**src/rtl/uart_pkg.sv**
```systemverilog
// Shared types and helpers for the parametrised UART transmitter.
// Holds the FSM state enum, frame-format encodings and frame length math.
package uart_pkg;

    typedef enum logic [2:0] {
        ST_IDLE   = 3'd0,
        ST_START  = 3'd1,
        ST_DATA   = 3'd2,
        ST_PARITY = 3'd3,
        ST_STOP   = 3'd4
    } tx_state_t;

    localparam logic [1:0] PAR_NONE = 2'b00;
    localparam logic [1:0] PAR_EVEN = 2'b01;
    localparam logic [1:0] PAR_ODD  = 2'b10;

    localparam logic [1:0] DBITS_5 = 2'd0;
    localparam logic [1:0] DBITS_6 = 2'd1;
    localparam logic [1:0] DBITS_7 = 2'd2;
    localparam logic [1:0] DBITS_8 = 2'd3;

    localparam int FRAME_BITS_W = 4;

    // Mode 2'b11 is an alias for no parity.
    function automatic logic parity_en(input logic [1:0] pmode);
        return (pmode == PAR_EVEN) || (pmode == PAR_ODD);
    endfunction

    // Total bits per frame: start + data + optional parity + 1 or 2 stops.
    function automatic logic [FRAME_BITS_W-1:0] frame_bits(
        input logic [1:0] dbits,
        input logic [1:0] pmode,
        input logic       stop2
    );
        return 4'd7 + {2'b00, dbits} + {3'b000, parity_en(pmode)} + {3'b000, stop2};
    endfunction

endpackage

```
**src/rtl/uart_sync_fifo.sv**
```systemverilog
// Synchronous FIFO with registered occupancy; push while full and pop while
// empty are ignored. Head word is presented combinationally on o_rdata.
module uart_sync_fifo #(
    parameter int DEPTH = 4,
    parameter int WIDTH = 8,
    parameter int CNT_W = $clog2(DEPTH) + 1
) (
    input  logic             clk,
    input  logic             rst,
    input  logic             i_push,
    input  logic             i_pop,
    input  logic [WIDTH-1:0] i_wdata,
    output logic [WIDTH-1:0] o_rdata,
    output logic             o_full,
    output logic             o_empty,
    output logic [CNT_W-1:0] o_count
);

    localparam int AW = $clog2(DEPTH);
    localparam logic [CNT_W-1:0] FULL_CNT = CNT_W'(DEPTH);

    logic [WIDTH-1:0] r_mem [DEPTH];
    logic [AW-1:0]    r_wptr;
    logic [AW-1:0]    r_rptr;
    logic [CNT_W-1:0] r_count;
    logic             w_push_ok;
    logic             w_pop_ok;

    assign o_full    = (r_count == FULL_CNT);
    assign o_empty   = (r_count == '0);
    assign o_count   = r_count;
    assign o_rdata   = r_mem[r_rptr];
    assign w_push_ok = i_push && !o_full;
    assign w_pop_ok  = i_pop && !o_empty;

    always_ff @(posedge clk) begin
        if (w_push_ok) begin
            r_mem[r_wptr] <= i_wdata;
        end
    end

    // Pointers wrap naturally because DEPTH is a power of two.
    always_ff @(posedge clk) begin
        if (rst) begin
            r_wptr  <= '0;
            r_rptr  <= '0;
            r_count <= '0;
        end else begin
            if (w_push_ok) begin
                r_wptr <= r_wptr + 1'b1;
            end
            if (w_pop_ok) begin
                r_rptr <= r_rptr + 1'b1;
            end
            case ({w_push_ok, w_pop_ok})
                2'b10:   r_count <= r_count + 1'b1;
                2'b01:   r_count <= r_count - 1'b1;
                default: r_count <= r_count;
            endcase
        end
    end

endmodule

```
**src/rtl/uart_tx_param.sv**
```systemverilog
// UART transmitter with TX FIFO and per-frame latched format/baud settings.
// txd and tx_done are registered one cycle behind the FSM state.
//
// state     | meaning
// ----------+--------------------------------------------------------
// ST_IDLE   | line idle; pop FIFO head and latch config when non-empty
// ST_START  | start bit (0)
// ST_DATA   | data bits, LSB first, data_bits+5 of them
// ST_PARITY | even/odd parity bit over the sent data bits
// ST_STOP   | 1 or 2 stop bits; may pop straight into ST_START
module uart_tx_param
    import uart_pkg::*;
#(
    parameter int DIV_W      = 16,
    parameter int FIFO_DEPTH = 4,
    parameter int CNT_W      = $clog2(FIFO_DEPTH) + 1
) (
    input  logic             clk,
    input  logic             rst,
    input  logic             wr_en,
    input  logic [7:0]       wr_data,
    output logic             full,
    output logic             overflow,
    output logic [CNT_W-1:0] fifo_count,
    input  logic [DIV_W-1:0] baud_div,
    input  logic [1:0]       data_bits,
    input  logic [1:0]       parity_mode,
    input  logic             stop2,
    output logic             txd,
    output logic             busy,
    output logic             tx_done
);

    tx_state_t               r_state;
    tx_state_t               w_state_nxt;
    logic [DIV_W-1:0]        r_timer;
    logic [DIV_W-1:0]        r_div;
    logic [1:0]              r_dbits;
    logic [1:0]              r_pmode;
    logic                    r_stop2;
    logic [7:0]              r_shift;
    logic [2:0]              r_bit_idx;
    logic [FRAME_BITS_W-1:0] r_bits_left;
    logic                    r_par;
    logic                    r_txd;
    logic                    r_tx_done;
    logic                    r_overflow;

    logic                    w_bit_end;
    logic                    w_last_data;
    logic                    w_pop;
    logic                    w_frame_end;
    logic                    w_txd_bit;
    logic                    w_fifo_full;
    logic                    w_fifo_empty;
    logic [7:0]              w_fifo_rdata;
    logic [CNT_W-1:0]        w_fifo_count;

    uart_sync_fifo #(
        .DEPTH (FIFO_DEPTH),
        .WIDTH (8),
        .CNT_W (CNT_W)
    ) u_fifo (
        .clk     (clk),
        .rst     (rst),
        .i_push  (wr_en),
        .i_pop   (w_pop),
        .i_wdata (wr_data),
        .o_rdata (w_fifo_rdata),
        .o_full  (w_fifo_full),
        .o_empty (w_fifo_empty),
        .o_count (w_fifo_count)
    );

    assign w_bit_end   = (r_timer == '0);
    assign w_last_data = (r_bit_idx == ({1'b0, r_dbits} + 3'd4));

    always_ff @(posedge clk) begin
        if (rst) begin
            r_state <= ST_IDLE;
        end else begin
            r_state <= w_state_nxt;
        end
    end

    always_comb begin
        w_state_nxt = r_state;
        w_pop       = 1'b0;
        w_frame_end = 1'b0;
        w_txd_bit   = 1'b1;
        case (r_state)
            ST_IDLE: begin
                if (!w_fifo_empty) begin
                    w_pop       = 1'b1;
                    w_state_nxt = ST_START;
                end
            end
            ST_START: begin
                w_txd_bit = 1'b0;
                if (w_bit_end) begin
                    w_state_nxt = ST_DATA;
                end
            end
            ST_DATA: begin
                w_txd_bit = r_shift[0];
                if (w_bit_end && w_last_data) begin
                    w_state_nxt = parity_en(r_pmode) ? ST_PARITY : ST_STOP;
                end
            end
            ST_PARITY: begin
                w_txd_bit = r_par ^ (r_pmode == PAR_ODD);
                if (w_bit_end) begin
                    w_state_nxt = ST_STOP;
                end
            end
            ST_STOP: begin
                // r_bits_left reaches zero only during the final stop bit.
                if (w_bit_end && (r_bits_left == '0)) begin
                    w_frame_end = 1'b1;
                    if (!w_fifo_empty) begin
                        w_pop       = 1'b1;
                        w_state_nxt = ST_START;
                    end else begin
                        w_state_nxt = ST_IDLE;
                    end
                end
            end
            default: begin
                w_state_nxt = ST_IDLE;
            end
        endcase
    end

    // Config is sampled from the live inputs on every pop, so a change made
    // mid-frame applies from the next start bit.
    always_ff @(posedge clk) begin
        if (rst) begin
            r_timer     <= '0;
            r_div       <= '0;
            r_dbits     <= DBITS_8;
            r_pmode     <= PAR_NONE;
            r_stop2     <= 1'b0;
            r_shift     <= '0;
            r_bit_idx   <= '0;
            r_bits_left <= '0;
            r_par       <= 1'b0;
        end else if (w_pop) begin
            r_timer     <= baud_div;
            r_div       <= baud_div;
            r_dbits     <= data_bits;
            r_pmode     <= parity_mode;
            r_stop2     <= stop2;
            r_shift     <= w_fifo_rdata;
            r_bit_idx   <= '0;
            r_bits_left <= frame_bits(data_bits, parity_mode, stop2) - 4'd1;
            r_par       <= 1'b0;
        end else if (r_state != ST_IDLE) begin
            if (w_bit_end) begin
                r_timer     <= r_div;
                r_bits_left <= r_bits_left - 4'd1;
                if (r_state == ST_DATA) begin
                    r_shift   <= {1'b0, r_shift[7:1]};
                    r_par     <= r_par ^ r_shift[0];
                    r_bit_idx <= r_bit_idx + 3'd1;
                end
            end else begin
                r_timer <= r_timer - 1'b1;
            end
        end
    end

    always_ff @(posedge clk) begin
        if (rst) begin
            r_txd      <= 1'b1;
            r_tx_done  <= 1'b0;
            r_overflow <= 1'b0;
        end else begin
            r_txd     <= w_txd_bit;
            r_tx_done <= w_frame_end;
            if (wr_en && w_fifo_full) begin
                r_overflow <= 1'b1;
            end
        end
    end

    assign txd        = r_txd;
    assign tx_done    = r_tx_done;
    assign busy       = (r_state != ST_IDLE);
    assign full       = w_fifo_full;
    assign overflow   = r_overflow;
    assign fifo_count = w_fifo_count;

endmodule

```
**config.mk**
```make
export PLATFORM = sky130hd
export DESIGN_NAME = uart_tx_param
export DESIGN_NICKNAME = d
export VERILOG_FILES = /design/src/rtl/uart_pkg.sv /design/src/rtl/uart_sync_fifo.sv /design/src/rtl/uart_tx_param.sv
export SDC_FILE = /design/constraint.sdc
export NUM_CORES = 1
export LEC_CHECK = 0
export BUFFER_PORTS_ARGS = -buffer_cell sky130_fd_sc_hd__buf_2
export CORE_MARGIN = 2
export CORE_UTILIZATION = 24
export CTS_CLUSTER_SIZE = 20
export DETAILED_ROUTE_END_ITERATION = 8
export SLEW_MARGIN = 10
export SYNTH_ARGS = -nofsm -noshare
export SYNTH_HDL_FRONTEND = slang
export SYNTH_SLANG_ARGS = --single-unit
```
**constraint.sdc**
```tcl
create_clock -name clk -period 4.3 [get_ports clk]
set_input_delay 1.075 -clock clk [delete_from_list [all_inputs] [get_ports clk]]
set_output_delay 1.075 -clock clk [all_outputs]
set_load 0.01 [all_outputs]
```
==> run metrics <==
WL per Instance 13.22 um; number of setup buffers added after CTS 0; Max-slew headroom 28.40%; Tot GR Track Use a little under 10%; CP max FO 5; largest family of logic cells by synthesized area simple AND/OR/NAND/NOR gates; synthesized area between 0.004 and 0.005 mm2; DR pass1 iterations 5; run status complete, no violations; syn_area_per_cell 10.26 um2; synth warn 0; vias per cell 4.548; total routed wirelength about 9400 um; share of the synthesized area in the top cell type 29.58%; RSZ-0062 raised after global routing no; post-layout worst setup margin 1.318 ns; Tightest Pin Transition 1.074 ns; Port-buffer cells 39; CTS tree built; fillers 1977; largest net degree at the start of global routing 55; clk_lat worst skew 0.34 ns; crit path kind reg -> reg; minimum clock period 2.982 ns; area delta synth->final 14.98%; most frequent cells in the layout 67 x dfxtp_1, 51 x nand2_1, 50 x nor2_1, 39 x buf_2, 32 x edfxtp_1; die area 0.02001 mm2; Pint between 2 and 2.5 mW; setup TNS 0 ns; pre-CTS WS 1.326 ns; Synth Area in XOR/XNOR 4.056%; Placed Area between 0.004 and 0.005 mm2; Max Clock Skew 0.006827 ns; hold crit path type reg -> reg; compound-cell area share of the yosys netlist 12.75%; clock power share 21.3%; Critical Path RT 4.58 ns; Worst setup SP type flop; WP data arrival 3.26 ns; chip height between 100 and 150 um; Top-Level Pins 40; crit path cell chain inv_1 > ha_1 > nor4b_1 > nand4_2 > o21ai_2 > nand2_2 > inv_2 > ha_1 > inv_1 > fa_1 > xor2_1 > or3_1 > a21oi_1; antenna cell count 0; vias 3220; Remaining DRCs 0; Lkg Pwr 1.861 nW; Sequential Area approximately 0.0023 mm2; Post-Syn Instances 442; Crit. End Element flop; most common cell after layout, fill and taps aside dfxtp_1; Overflow after GRT 0; Hold-fix buffers, CTS 0; IR drop worst, VDD 0.3493 mV; switching power total 1.428 mW; layout cells sized above 1 17.30%; gpl congestion 0.7764; # placed instances around 690; Logic pwr share 40.0%; Final Hold Violating Endpoints 0; sequential cell area fraction in the yosys report 50.77%; clock sinks between 90 and 100; nets@finish ~510; Sw Share 39.25%; Yosys reg bits 99; setup violators final 0; Reg power frac around 39%; Clock Path Buffers 2; vias in the first global route 3023; largest stage delay on the critical path 0.37 ns; Final HPWL DP 6436 um; Synth cell types 56; area of the multi-input gates roughly 0.0020 mm2; CP max stage cell fa_1; clock root buffer clkbuf_16; clock slew at reported path FFs 0.07 ns; Num CTS Buffers 9; Max-Cap Viols 0; fin cells 708; mux cell area share after synthesis 6.457%; first-pass GRT wire length ~16000 um; Synth area leaders dfxtp_1 30%, edfxtp_1 21%, nand2_1 4.2%; Die Wd 141.5 um; Starting Density 24.32%; post-route ant nets 0; Initial DRC Count 176; post-synthesis simple-gate area fraction approximately 18%; fmax approximately 0.34 GHz; Rows 50; total chip power 3.639 mW; CTS resizes 0; Post-Synth Adder-Cell Area 3.918%; Post-Syn Nets 487; period utilisation layout between 60% and 70%; initial antenna violation count 0; pwr/cell area 698.0 mW/mm2; Yosys top cell by area dfxtp_1; htree depth 3; Core ar. 0.01864 mm2; post-route cell area 0.005214 mm2; Final Slew Violations 0
## critical path: cells and delay by family, from the launching register on
family                     cells  cell delay, ns
buffers and inverters          3            0.22
adders and majority gates      3            0.79
DFF                            1            0.35
and+or+nand+nor                4            0.96
AOI/OAI and AO/OA              2            0.45
xor gates and xnor gates       1            0.16
## per-layer routing
metal	vias up	part of all wire, %	global-route usage, %
met2	52	47	15.74
met5	-	0	0
met1	1521	48	12.99
li1	1645	-	-
met3	2	3.8	2.430
met4	0	0.48	3.000
## final cells by class
type	instances	share of cell area, %
Tap cell	234	5.616
Clock buffer	9	4.320
Inverter	17	1.224
Timing Repair Buffer	44	4.464
Sequential cell	99	44.16
Clock inverter	7	1.128
Multi-Input combinational cell	298	39.09
## power by group through the flow
stage               combinational, mW  sequential (mW)  clock (mW)
finish                           1.46             1.41       0.776
detailed placement               1.47             1.43           0
global placement                 1.47             1.42           0
floorplan                        1.23             1.36           0
global route                     1.65             1.45       0.840
CTS                              1.48             1.41       0.800
## logic make-up after synthesis
group | Yosys count
multiplexers | 19
buffers and inverters | 45
flip-flops | 99
XOR/XNOR | 21
AO/OA/AOI/OAI | 83
adder cells (fa/ha/maj) | 13
AND/OR/NAND/NOR | 162
## registers in the layout, summed over array words and instances, names as in the netlist, 2 cells and up, named ones only
signal	cells
r_dbits	2
r_shift	8
r_div	16
u_fifo.r_wptr	2
r_timer	16
u_fifo.o_count	3
r_pmode	2
r_bit_idx	3
r_state	3
u_fifo.r_rptr	2
r_bits_left	4
u_fifo.r_mem	32
## synth_stat cells (all sizes together)
master / n
a311oi: 12
o311ai: 1
nor2b: 1
nand3b: 5
nor4b: 1
nand2: 52
or4b: 1
nor2: 51
a31oi: 5
o21ai: 6
edfxtp: 32
a211o: 2
nor3: 14
ha: 11
xor2: 11
xnor2: 10
o211ai: 10
a21oi: 26
dfxtp: 67
or4: 2
mux2i: 9
mux4: 8
clkbuf: 19
o2111ai: 1
nand4: 2
o31ai: 2
nand3: 7
nor4: 8
fa: 2
a2bb2oi: 3
and2: 4
and3: 1
a31o: 1
or2: 2
a211oi: 9
inv: 17
o32ai: 1
or3: 10
o311a: 2
buf: 9
mux2: 2
o41ai: 2
nand2b: 1
## through the flow
step / utilization (%) / hold WS, ns
2_1_floorplan: - / 0.4363
3_3_place_gp: 26.44 / 0.4440
3_5_place_dp: 26.44 / 0.4470
4_1_cts: 27.97 / 0.4569
5_1_grt: 27.97 / 0.4814
6_report: 27.97 / 0.4564
## final timing paths
| check | from | slack [ns] | depth (start not counted) | endpoint |
|---|---|---|---|---|
| worst max-delay path | r_timer[0]$_SDFFE_PP0P_ | 1.32 | 13 | u_fifo.o_count[2]$_SDFFE_PP0P_ |
| worst min-delay path | r_div[0]$_SDFFE_PP0P_ | 0.46 | 2 | r_div[0]$_SDFFE_PP0P_ |
| worst max register to register | r_timer[0]$_SDFFE_PP0P_ | 1.32 | 13 | u_fifo.o_count[2]$_SDFFE_PP0P_ |
| worst min register to register | r_div[0]$_SDFFE_PP0P_ | 0.46 | 2 | r_div[0]$_SDFFE_PP0P_ |
(Power assumes the default switching activity.)
